==> config.mk <==
export PLATFORM = sky130hd
export DESIGN_NAME = load_store_unit
export DESIGN_NICKNAME = d
export VERILOG_FILES = /design/src/rtl/lsu_pkg.sv /design/src/rtl/lsu_byte_lane.sv /design/src/rtl/load_store_unit.sv
export SDC_FILE = /design/constraint.sdc
export NUM_CORES = 1
export LEC_CHECK = 0
export ABC_AREA = 1
export BUFFER_PORTS_ARGS = -buffer_cell sky130_fd_sc_hd__buf_2
export CORE_AREA = 2 2 172 174
export DETAILED_ROUTE_END_ITERATION = 7
export DIE_AREA = 0 0 174 176
export HOLD_SLACK_MARGIN = 0.03
export MAX_ROUTING_LAYER = met4
export PLACE_DENSITY = 0.81
export SYNTH_ARGS = -nofsm -noshare
export SYNTH_HDL_FRONTEND = slang
export SYNTH_SLANG_ARGS = --single-unit
==> constraint.sdc <==
create_clock -name clk -period 4.7 [get_ports clk]
set_clock_uncertainty 0.2 [all_clocks]
set_input_delay 0.705 -clock clk [delete_from_list [all_inputs] [get_ports clk]]
set_output_delay 0.705 -clock clk [all_outputs]
set_load 0.05 [all_outputs]
==> src/rtl/lsu_pkg.sv <==
// Shared definitions for the load/store unit.
//   XLEN          : datapath width, fixed at 64
//   F3_*          : RV64I funct3 encodings for loads and stores
//   lsu_state_t   : FSM state encoding for the top-level sequencer
//   access_fault  : misalignment / illegal-funct3 check applied at accept
package lsu_pkg;

  localparam int XLEN = 64;

  localparam logic [2:0] F3_B  = 3'b000;
  localparam logic [2:0] F3_H  = 3'b001;
  localparam logic [2:0] F3_W  = 3'b010;
  localparam logic [2:0] F3_D  = 3'b011;
  localparam logic [2:0] F3_BU = 3'b100;
  localparam logic [2:0] F3_HU = 3'b101;
  localparam logic [2:0] F3_WU = 3'b110;

  typedef enum logic [2:0] {
    S_IDLE,
    S_RD,
    S_LDDATA,
    S_WR,
    S_RESP
  } lsu_state_t;

  // funct3[1:0] is the access size for both signed and unsigned loads, so
  // the alignment rule only needs those two bits.
  function automatic logic access_fault(input logic       write,
                                        input logic [2:0] f3,
                                        input logic [2:0] off);
    logic misaligned;
    logic illegal;
    case (f3[1:0])
      2'b00:   misaligned = 1'b0;
      2'b01:   misaligned = off[0];
      2'b10:   misaligned = (off[1:0] != 2'b00);
      default: misaligned = (off != 3'b000);
    endcase
    illegal = write ? f3[2] : (f3 == 3'b111);
    return misaligned || illegal;
  endfunction

endpackage

==> src/rtl/lsu_byte_lane.sv <==
// Combinational lane logic for the load/store unit.
//   rdata      in  : doubleword read from memory
//   wdata      in  : store data (low bytes used)
//   offset     in  : byte offset within the doubleword (addr[2:0])
//   funct3     in  : RV64I funct3 of the access
//   ext_data   out : load lane, sign- or zero-extended to XLEN
//   merge_data out : rdata with the store lane replaced by wdata
module lsu_byte_lane
  import lsu_pkg::*;
(
  input  logic [XLEN-1:0] rdata,
  input  logic [XLEN-1:0] wdata,
  input  logic [2:0]      offset,
  input  logic [2:0]      funct3,
  output logic [XLEN-1:0] ext_data,
  output logic [XLEN-1:0] merge_data
);

  logic [5:0]      sh;
  logic [XLEN-1:0] lane;
  logic [XLEN-1:0] mask;

  always_comb begin
    sh   = {offset, 3'b000};
    // Little-endian: bringing the addressed byte down to bit 0 puts the
    // whole lane in the low bits.
    lane = rdata >> sh;

    case (funct3)
      F3_B:    ext_data = {{56{lane[7]}}, lane[7:0]};
      F3_H:    ext_data = {{48{lane[15]}}, lane[15:0]};
      F3_W:    ext_data = {{32{lane[31]}}, lane[31:0]};
      F3_D:    ext_data = lane;
      F3_BU:   ext_data = {56'd0, lane[7:0]};
      F3_HU:   ext_data = {48'd0, lane[15:0]};
      F3_WU:   ext_data = {32'd0, lane[31:0]};
      default: ext_data = '0;
    endcase

    case (funct3[1:0])
      2'b00:   mask = 64'h0000_0000_0000_00FF;
      2'b01:   mask = 64'h0000_0000_0000_FFFF;
      2'b10:   mask = 64'h0000_0000_FFFF_FFFF;
      default: mask = '1;
    endcase

    merge_data = (rdata & ~(mask << sh)) | ((wdata & mask) << sh);
  end

endmodule

==> src/rtl/load_store_unit.sv <==
// Memory-access stage between the control FSM and a 64-bit doubleword
// data memory. Loads are extracted and extended per funct3; sub-doubleword
// stores are done as read-modify-write through a merge buffer.
//   clk, rst_n                 : clock, synchronous active-low reset
//   req_valid/req_ready        : request handshake (ready only in IDLE)
//   req_write/funct3/addr/wdata: request fields, captured at accept
//   resp_valid/rdata/fault     : one-cycle completion pulse and result
//   mem_read/mem_write         : one-cycle memory strobes
//   mem_addr/mem_wdata         : doubleword-aligned address, write data
//   mem_rdata                  : read data, valid the cycle after mem_read
module load_store_unit
  import lsu_pkg::*;
#(
  parameter int AW = 64
) (
  input  logic            clk,
  input  logic            rst_n,
  input  logic            req_valid,
  output logic            req_ready,
  input  logic            req_write,
  input  logic [2:0]      req_funct3,
  input  logic [AW-1:0]   req_addr,
  input  logic [XLEN-1:0] req_wdata,
  output logic            resp_valid,
  output logic [XLEN-1:0] resp_rdata,
  output logic            resp_fault,
  output logic            mem_read,
  output logic            mem_write,
  output logic [AW-1:0]   mem_addr,
  output logic [XLEN-1:0] mem_wdata,
  input  logic [XLEN-1:0] mem_rdata
);

  lsu_state_t state, state_nxt;

  logic            write_q;
  logic [2:0]      f3_q;
  logic [2:0]      off_q;
  logic [AW-1:3]   addr_q;
  logic [XLEN-1:0] wdata_q;
  logic [XLEN-1:0] buf_q;
  logic [XLEN-1:0] rdata_q;
  logic            fault_q;

  logic            accept;
  logic            req_fault;
  logic [XLEN-1:0] ext_data;
  logic [XLEN-1:0] merge_data;

  lsu_byte_lane u_lane (
    .rdata      (mem_rdata),
    .wdata      (wdata_q),
    .offset     (off_q),
    .funct3     (f3_q),
    .ext_data   (ext_data),
    .merge_data (merge_data)
  );

  assign accept    = (state == S_IDLE) && req_valid;
  assign req_fault = access_fault(req_write, req_funct3, req_addr[2:0]);

  always_comb begin
    state_nxt = state;
    case (state)
      S_IDLE: begin
        if (req_valid) begin
          if (req_fault)                             state_nxt = S_RESP;
          else if (req_write && req_funct3 == F3_D)  state_nxt = S_WR;
          else                                       state_nxt = S_RD;
        end
      end
      S_RD:     state_nxt = S_LDDATA;
      S_LDDATA: state_nxt = write_q ? S_WR : S_RESP;
      S_WR:     state_nxt = S_RESP;
      S_RESP:   state_nxt = S_IDLE;
      default:  state_nxt = S_IDLE;
    endcase
  end

  always_ff @(posedge clk) begin
    if (!rst_n) begin
      state   <= S_IDLE;
      addr_q  <= '0;
      rdata_q <= '0;
      fault_q <= 1'b0;
    end else begin
      state <= state_nxt;
      if (accept) begin
        addr_q  <= req_addr[AW-1:3];
        rdata_q <= '0;
        fault_q <= req_fault;
      end else if (state == S_LDDATA && !write_q) begin
        rdata_q <= ext_data;
      end
    end
  end

  // Request payload and merge buffer are pure data: they are only consumed
  // in states that are reached after being written, so they need no reset.
  // SD preloads the buffer with the full store data and skips the read.
  always_ff @(posedge clk) begin
    if (accept) begin
      write_q <= req_write;
      f3_q    <= req_funct3;
      off_q   <= req_addr[2:0];
      wdata_q <= req_wdata;
      buf_q   <= req_wdata;
    end else if (state == S_LDDATA && write_q) begin
      buf_q <= merge_data;
    end
  end

  // Strobes decode straight from state, so a reset that returns the FSM to
  // IDLE also kills any write that an interrupted store was heading for.
  assign req_ready  = (state == S_IDLE);
  assign resp_valid = (state == S_RESP);
  assign resp_fault = (state == S_RESP) && fault_q;
  assign resp_rdata = rdata_q;
  assign mem_read   = (state == S_RD);
  assign mem_write  = (state == S_WR);
  assign mem_addr   = {addr_q, 3'b000};
  assign mem_wdata  = (state == S_WR) ? buf_q : '0;

endmodule

[Word-level counts from Yosys, hierarchy flattened]
Cells that the tools add are included.
Word-level totals
  word-level logic and storage cells: 61
  bits of input ports: 199
  register bits: 264
  output and inout bits: 197
Operators by class
  bitwise gates (word level): 5
  shift-type cells: 3
  reductions and logical operators: 15
  equality and inequality tests: 17
  multiplexer cells: 12
Operator list (number)
  $pmux 64 s7: 1
  $mux 64: 3
  $pmux 64 s3: 1
  $and 64x64->64: 2
  $shl 64x6->64: 2
  $not 64->64: 1
  $or 64x64->64: 1
  $shr 64x6->64: 1
  $eq 3x2->1 const B: 5
  $eq 3x3->1 const B: 5
  $pmux 3 s4: 1
  $mux 3: 3
  $eq 3x1->1 const B: 2
  $logic_not 3->1: 2
  $logic_and 1x1->1: 5
  $eq 2x1->1 const B: 2
  $eq 2x2->1 const B: 2
  $logic_not 2->1: 2
  $reduce_bool 2->1: 2
  $pmux 1 s3: 1
  $reduce_bool 3->1: 1
  $mux 2: 1
  $ne 2x2->1 const B: 1
  $reduce_or 2->1: 1
  other kinds (4): 4

[Longest topological paths before layout]
  depth after elaboration: 8
  gate-level depth with buffers: 12

[Modules after synthesis]
From an unflattened synthesis, not the netlist that was laid out.
Second synthesis, totals
  cell total of the unflattened synthesis: 2116
  area total of the unflattened synthesis: 15082.0 sq um
Modules (own cells, without submodules)
  load_store_unit: times used 1, area an instance 10188.5 sq um, cells each 1087
  lsu_byte_lane: times used 1, area an instance 4893.4 sq um, cells each 1029

[Least setup slack after synthesis]
No wires, ideal clock.
  path type: reg-to-output
  start point: register state[1]
  end point: output port mem_wdata[13]
  slack: 1.011 ns
  cell stages (with the launch flop): 7
  arrival time: 2.784 ns
  data required time: 3.795 ns
  path buffers: 2
  cells stage by stage: dfxtp_1 -> inv_1 -> nor3_1 -> inv_1 -> clkbuf_1 -> clkbuf_1 -> nor2_1
On the way
  word-level cells in the longest chain between the ends: 2
RTL lines
  start, declared: RTL line load_store_unit.sv:34  | lsu_state_t state, state_nxt;
  start signal, assigned: RTL line load_store_unit.sv:87  | state <= state_nxt;
  $eq 3x2->1
  net mem_write: RTL line load_store_unit.sv:28  | output logic mem_write,
  $mux 64: RTL line load_store_unit.sv:122  | assign mem_wdata = (state == S_WR) ? buf_q : '0;
  end, declared: RTL line load_store_unit.sv:30  | output logic [XLEN-1:0] mem_wdata,
The timed path passes the listed nets, and every way through them passes these cells.

[Final worst setup path]
  start point: register state[1]
  end point: output port mem_wdata[31]
On the way
  word-level cells in the longest chain between the ends: 2
RTL lines (RTL line)
  $eq 3x2->1: load_store_unit.sv:122
  $mux 64: load_store_unit.sv:122
Every way passes these cells.

==> insert_results.sql <==
INSERT INTO impl_metrics (metric_group, metric, value, unit) VALUES
('outcome', 'outcome', 'complete, no violations', ''),
('synthesis', 'synth-warning-count', '0', ''),
('routing', 'dr_total_vias', '15450', ''),
('cts', 'tritoncts_num_sinks', '264', ''),
('routing', 'wire_per_inst', '21.0', 'µm'),
('placed_design', 'finalWeightedCongestion', '1.01', ''),
('cts', 'cts_tree', 'built', ''),
('timing', 'hold_viol', '0', ''),
('power', 'power_leakage', '8.15', 'nW'),
('routing', 'drt_drc_violations_left', '0', ''),
('timing', 'final.period_utilization', '0.703', ''),
('timing', 'maxSlewViolCount', '0', ''),
('synthesis', 'synth_top_cells_by_count', 'sky130_fd_sc_hd__nand2_1, sky130_fd_sc_hd__nor2_1, sky130_fd_sc_hd__nand3_1', ''),
('power', 'seq_power_share', '0.408', ''),
('cts', 'clock_tree.buffer_depth', '3', ''),
('cts', 'cts_hold_repair.buffers', '0', ''),
('cts', 'clock_latency_reported_for_the_late_side_of_the_worst_skew_pair', '0.59', 'ns'),
('critical_path', 'timing.critical_path.to_type', 'output port', ''),
('placed_design', 'number_of_i_o_port_buffers', '392', ''),
('synthesis', 'synth_seq_area_share', '0.465', ''),
('power', 'switching_share', '0.344', ''),
('finish', 'share_of_post_route_cells_with_drive_strength_above_1', '0.206', ''),
('job', 'cap_violations', '0', ''),
('critical_path', 'worstSetupPathType', 'flip-flop to output port', ''),
('power', 'cell_internal_pwr', '0.00449', 'W'),
('worst_hold_path', 'hp-class', 'input port to flip-flop', ''),
('floorplanning', 'initial_core_util', '0.500', ''),
('global_routing', 'pin_count_of_the_biggest_net_entering_global_routing', '179', ''),
('synthesis', 'syn-instance-count', '2003', ''),
('power', 'power.density_cell_area', '397', 'nW/µm²'),
('cts', 'post_cts_resized', '0', ''),
('critical_path', 'cpPeakStageDelay', '0.43', 'ns'),
('synthesis', 'flip_flop_and_latch_count_after_synthesis', '264', ''),
('timing', 'grt_setup_unrepaired', 'false', ''),
('finish', 'layoutNonFillerInstCount', '2715', ''),
('power', 'power.switching', '0.00235', 'W'),
('floorplanning', 'fp.coreArea', '28500', 'µm²'),
('critical_path', 'cp_data_arrival_time', '2.40', 'ns'),
('floorplanning', 'die_height', '176', 'µm'),
('synthesis', 'netlist_area', '14300', 'µm²'),
('critical_path', 'cp_slowest_cell', 'sky130_fd_sc_hd__dfxtp_1', ''),
('cts', 'post_cts_buffers', '0', ''),
('power', 'share_of_total_power_in_combinational_logic', '0.250', ''),
('global_routing', 'grt_pass1_vias', '14539', ''),
('routing', 'detailed_router_iteration_count_before_antenna_repair', '8', ''),
('critical_path', 'worst_path_dominant_cell_family', 'buffers and inverters', ''),
('synthesis', 'yosys.area.top_type_share', '0.284', ''),
('critical_path', 'crit_path_start_kind', 'flip-flop', ''),
('power', 'clock_power_share', '0.342', ''),
('synthesis', 'post_synth.cell_area_avg', '7.12', 'µm²'),
('synthesis', 'yosysUniqueCellTypes', '34', ''),
('timing', 'finalSetupTns', '0', 'ns'),
('critical_path', 'critical_path.n_buffers_inverters', '3', ''),
('floorplanning', 'die-area', '30600', 'µm²'),
('global_routing', 'grt_first_pass_wirelength', '85.7', 'mm'),
('synthesis', 'number_of_flops_mapped_to_enable_cells_by_yosys', '135', ''),
('synthesis', 'synth_top_cell_by_area', 'sky130_fd_sc_hd__edfxtp_1', ''),
('timing', 'slew_headroom', '0.220', ''),
('power', 'vdd_ir_drop_max', '0.000370', 'V'),
('placed_design', 'placed_cells', '2655', ''),
('floorplanning', 'num_rows', '62', ''),
('synthesis', 'ys_dominant_reg_cell', 'sky130_fd_sc_hd__edfxtp_1', ''),
('critical_path', 'timing.critical_path.fanout_max', '65', ''),
('global_routing', 'grt_antenna_before_repair', '8', ''),
('placed_design', 'hpwl', '41.9', 'mm'),
('cts', 'clock_transition_at_the_register_clock_pins_on_the_worst_setup_and_hold_paths_after_cts', '0.07', 'ns'),
('global_routing', 'track_usage', '0.373', ''),
('routing', 'antenna_nets_post_route', '0', ''),
('routing', 'detail_route.wirelength', '57.1', 'mm'),
('floorplanning', 'die_x', '174', 'µm'),
('timing', 'clock.fmax', '303', 'MHz');
[through the flow]
stage / util / cell area (µm²) / hold slack, ns / setup slack (ns)
final: 0.604 / 17300 / 0.105 / 1.40
after global routing: 0.604 / 17300 / 0.0985 / 1.16
after CTS: 0.604 / 17200 / 0.0942 / 1.34
after detailed placement: 0.569 / 16300 / 0.252 / 1.55
after global placement: 0.569 / 16300 / 0.252 / 1.63
after floorplan: - / 14300 / 0.315 / 1.01
[path summary, 6_finish.rpt]
kind / start / endpoint / slack, ns / depth (start not counted)
worst max-delay path: state[1] / mem_wdata[31] / 1.40 / 5
worst min register to register: resp_rdata[7] / resp_rdata[7] / 0.26 / 2
worst max register to register: off_q[1] / buf_q[5] / 1.62 / 6
worst min-delay path: req_wdata[16] / wdata_q[16] / 0.10 / 1
[power by group through the flow]
stage / sequential [W] / combinational, W / clock (W)
final: 0.00279 / 0.00171 / 0.00234
after global routing: 0.00281 / 0.00185 / 0.00243
after global placement: 0.00283 / 0.00166 / 0
after floorplan: 0.00304 / 0.000904 / 0
after detailed placement: 0.00283 / 0.00166 / 0
after CTS: 0.00279 / 0.00168 / 0.00235
[area by class of cell]
| type | instances | area [µm²] |
|---|---|---|
| Inverter | 143 | 539 |
| Clock inverter | 15 | 174 |
| Clock buffer | 37 | 801 |
| Timing Repair Buffer | 416 | 2150 |
| Tap cell | 384 | 480 |
| Antenna cell | 8 | 20.0 |
| Fill cell | 2701 | 11300 |
| Sequential cell | 264 | 6640 |
| Multi-Input combinational cell | 1448 | 6450 |
[metal layers]
layer,share of wire,up-vias,track usage,routed length (µm)
met3,0.099,147,0.0713,5670
li1,-,7217,-,-
met4,0.042,0,0.140,2380
met5,0,-,-,0
met2,0.46,958,0.580,26000
met1,0.40,7128,0.486,23000
[flip-flops by register name, summed over array words and instances, names as in the netlist]
register    flops
wdata_q        64
write_q         1
off_q           3
addr_q         61
buf_q          64
state           3
fault_q         1
resp_rdata     64
f3_q            3
[cells by family (layout without fill, tap and decap cells)]
family	count (synthesis)	after routing	share of synthesized area
other	1	11	0.000263
DFF	264	264	0.465
and+or+nand+nor	1038	1038	0.295
buffers and inverters	293	611	0.0842
AOI/OAI and AO/OA	407	407	0.155
[cells in the final DEF (no fill, tap or decap), types with 3 or more instances in the layout]
cell type | Yosys | layout
sky130_fd_sc_hd__nand2_1 | 534 | 533
sky130_fd_sc_hd__inv_1 | 136 | 134
sky130_fd_sc_hd__edfxtp_1 | 135 | 135
sky130_fd_sc_hd__inv_2 | 7 | 8
sky130_fd_sc_hd__o211ai_1 | 25 | 25
sky130_fd_sc_hd__a21oi_1 | 135 | 135
sky130_fd_sc_hd__o21bai_1 | 4 | 4
sky130_fd_sc_hd__conb_1 | 1 | 3
sky130_fd_sc_hd__o21ai_1 | 56 | 56
sky130_fd_sc_hd__a31oi_1 | 22 | 22
sky130_fd_sc_hd__dfxtp_1 | 129 | 129
sky130_fd_sc_hd__nand3_1 | 155 | 155
sky130_fd_sc_hd__clkinv_1 | 0 | 3
sky130_fd_sc_hd__buf_2 | 57 | 392
sky130_fd_sc_hd__nor3_1 | 4 | 4
sky130_fd_sc_hd__buf_4 | 8 | 23
sky130_fd_sc_hd__o22ai_1 | 7 | 7
sky130_fd_sc_hd__clkbuf_16 | 0 | 30
sky130_fd_sc_hd__a22oi_1 | 12 | 12
sky130_fd_sc_hd__diode_2 | 0 | 8
sky130_fd_sc_hd__clkbuf_1 | 72 | 4
sky130_fd_sc_hd__o21ai_0 | 136 | 136
sky130_fd_sc_hd__nor2_2 | 4 | 3
sky130_fd_sc_hd__bufinv_16 | 0 | 3
sky130_fd_sc_hd__nand4_1 | 34 | 34
sky130_fd_sc_hd__a41oi_1 | 3 | 3
sky130_fd_sc_hd__clkinv_2 | 0 | 6
sky130_fd_sc_hd__nor2_1 | 301 | 300
Power figures use the tool's default switching activity.
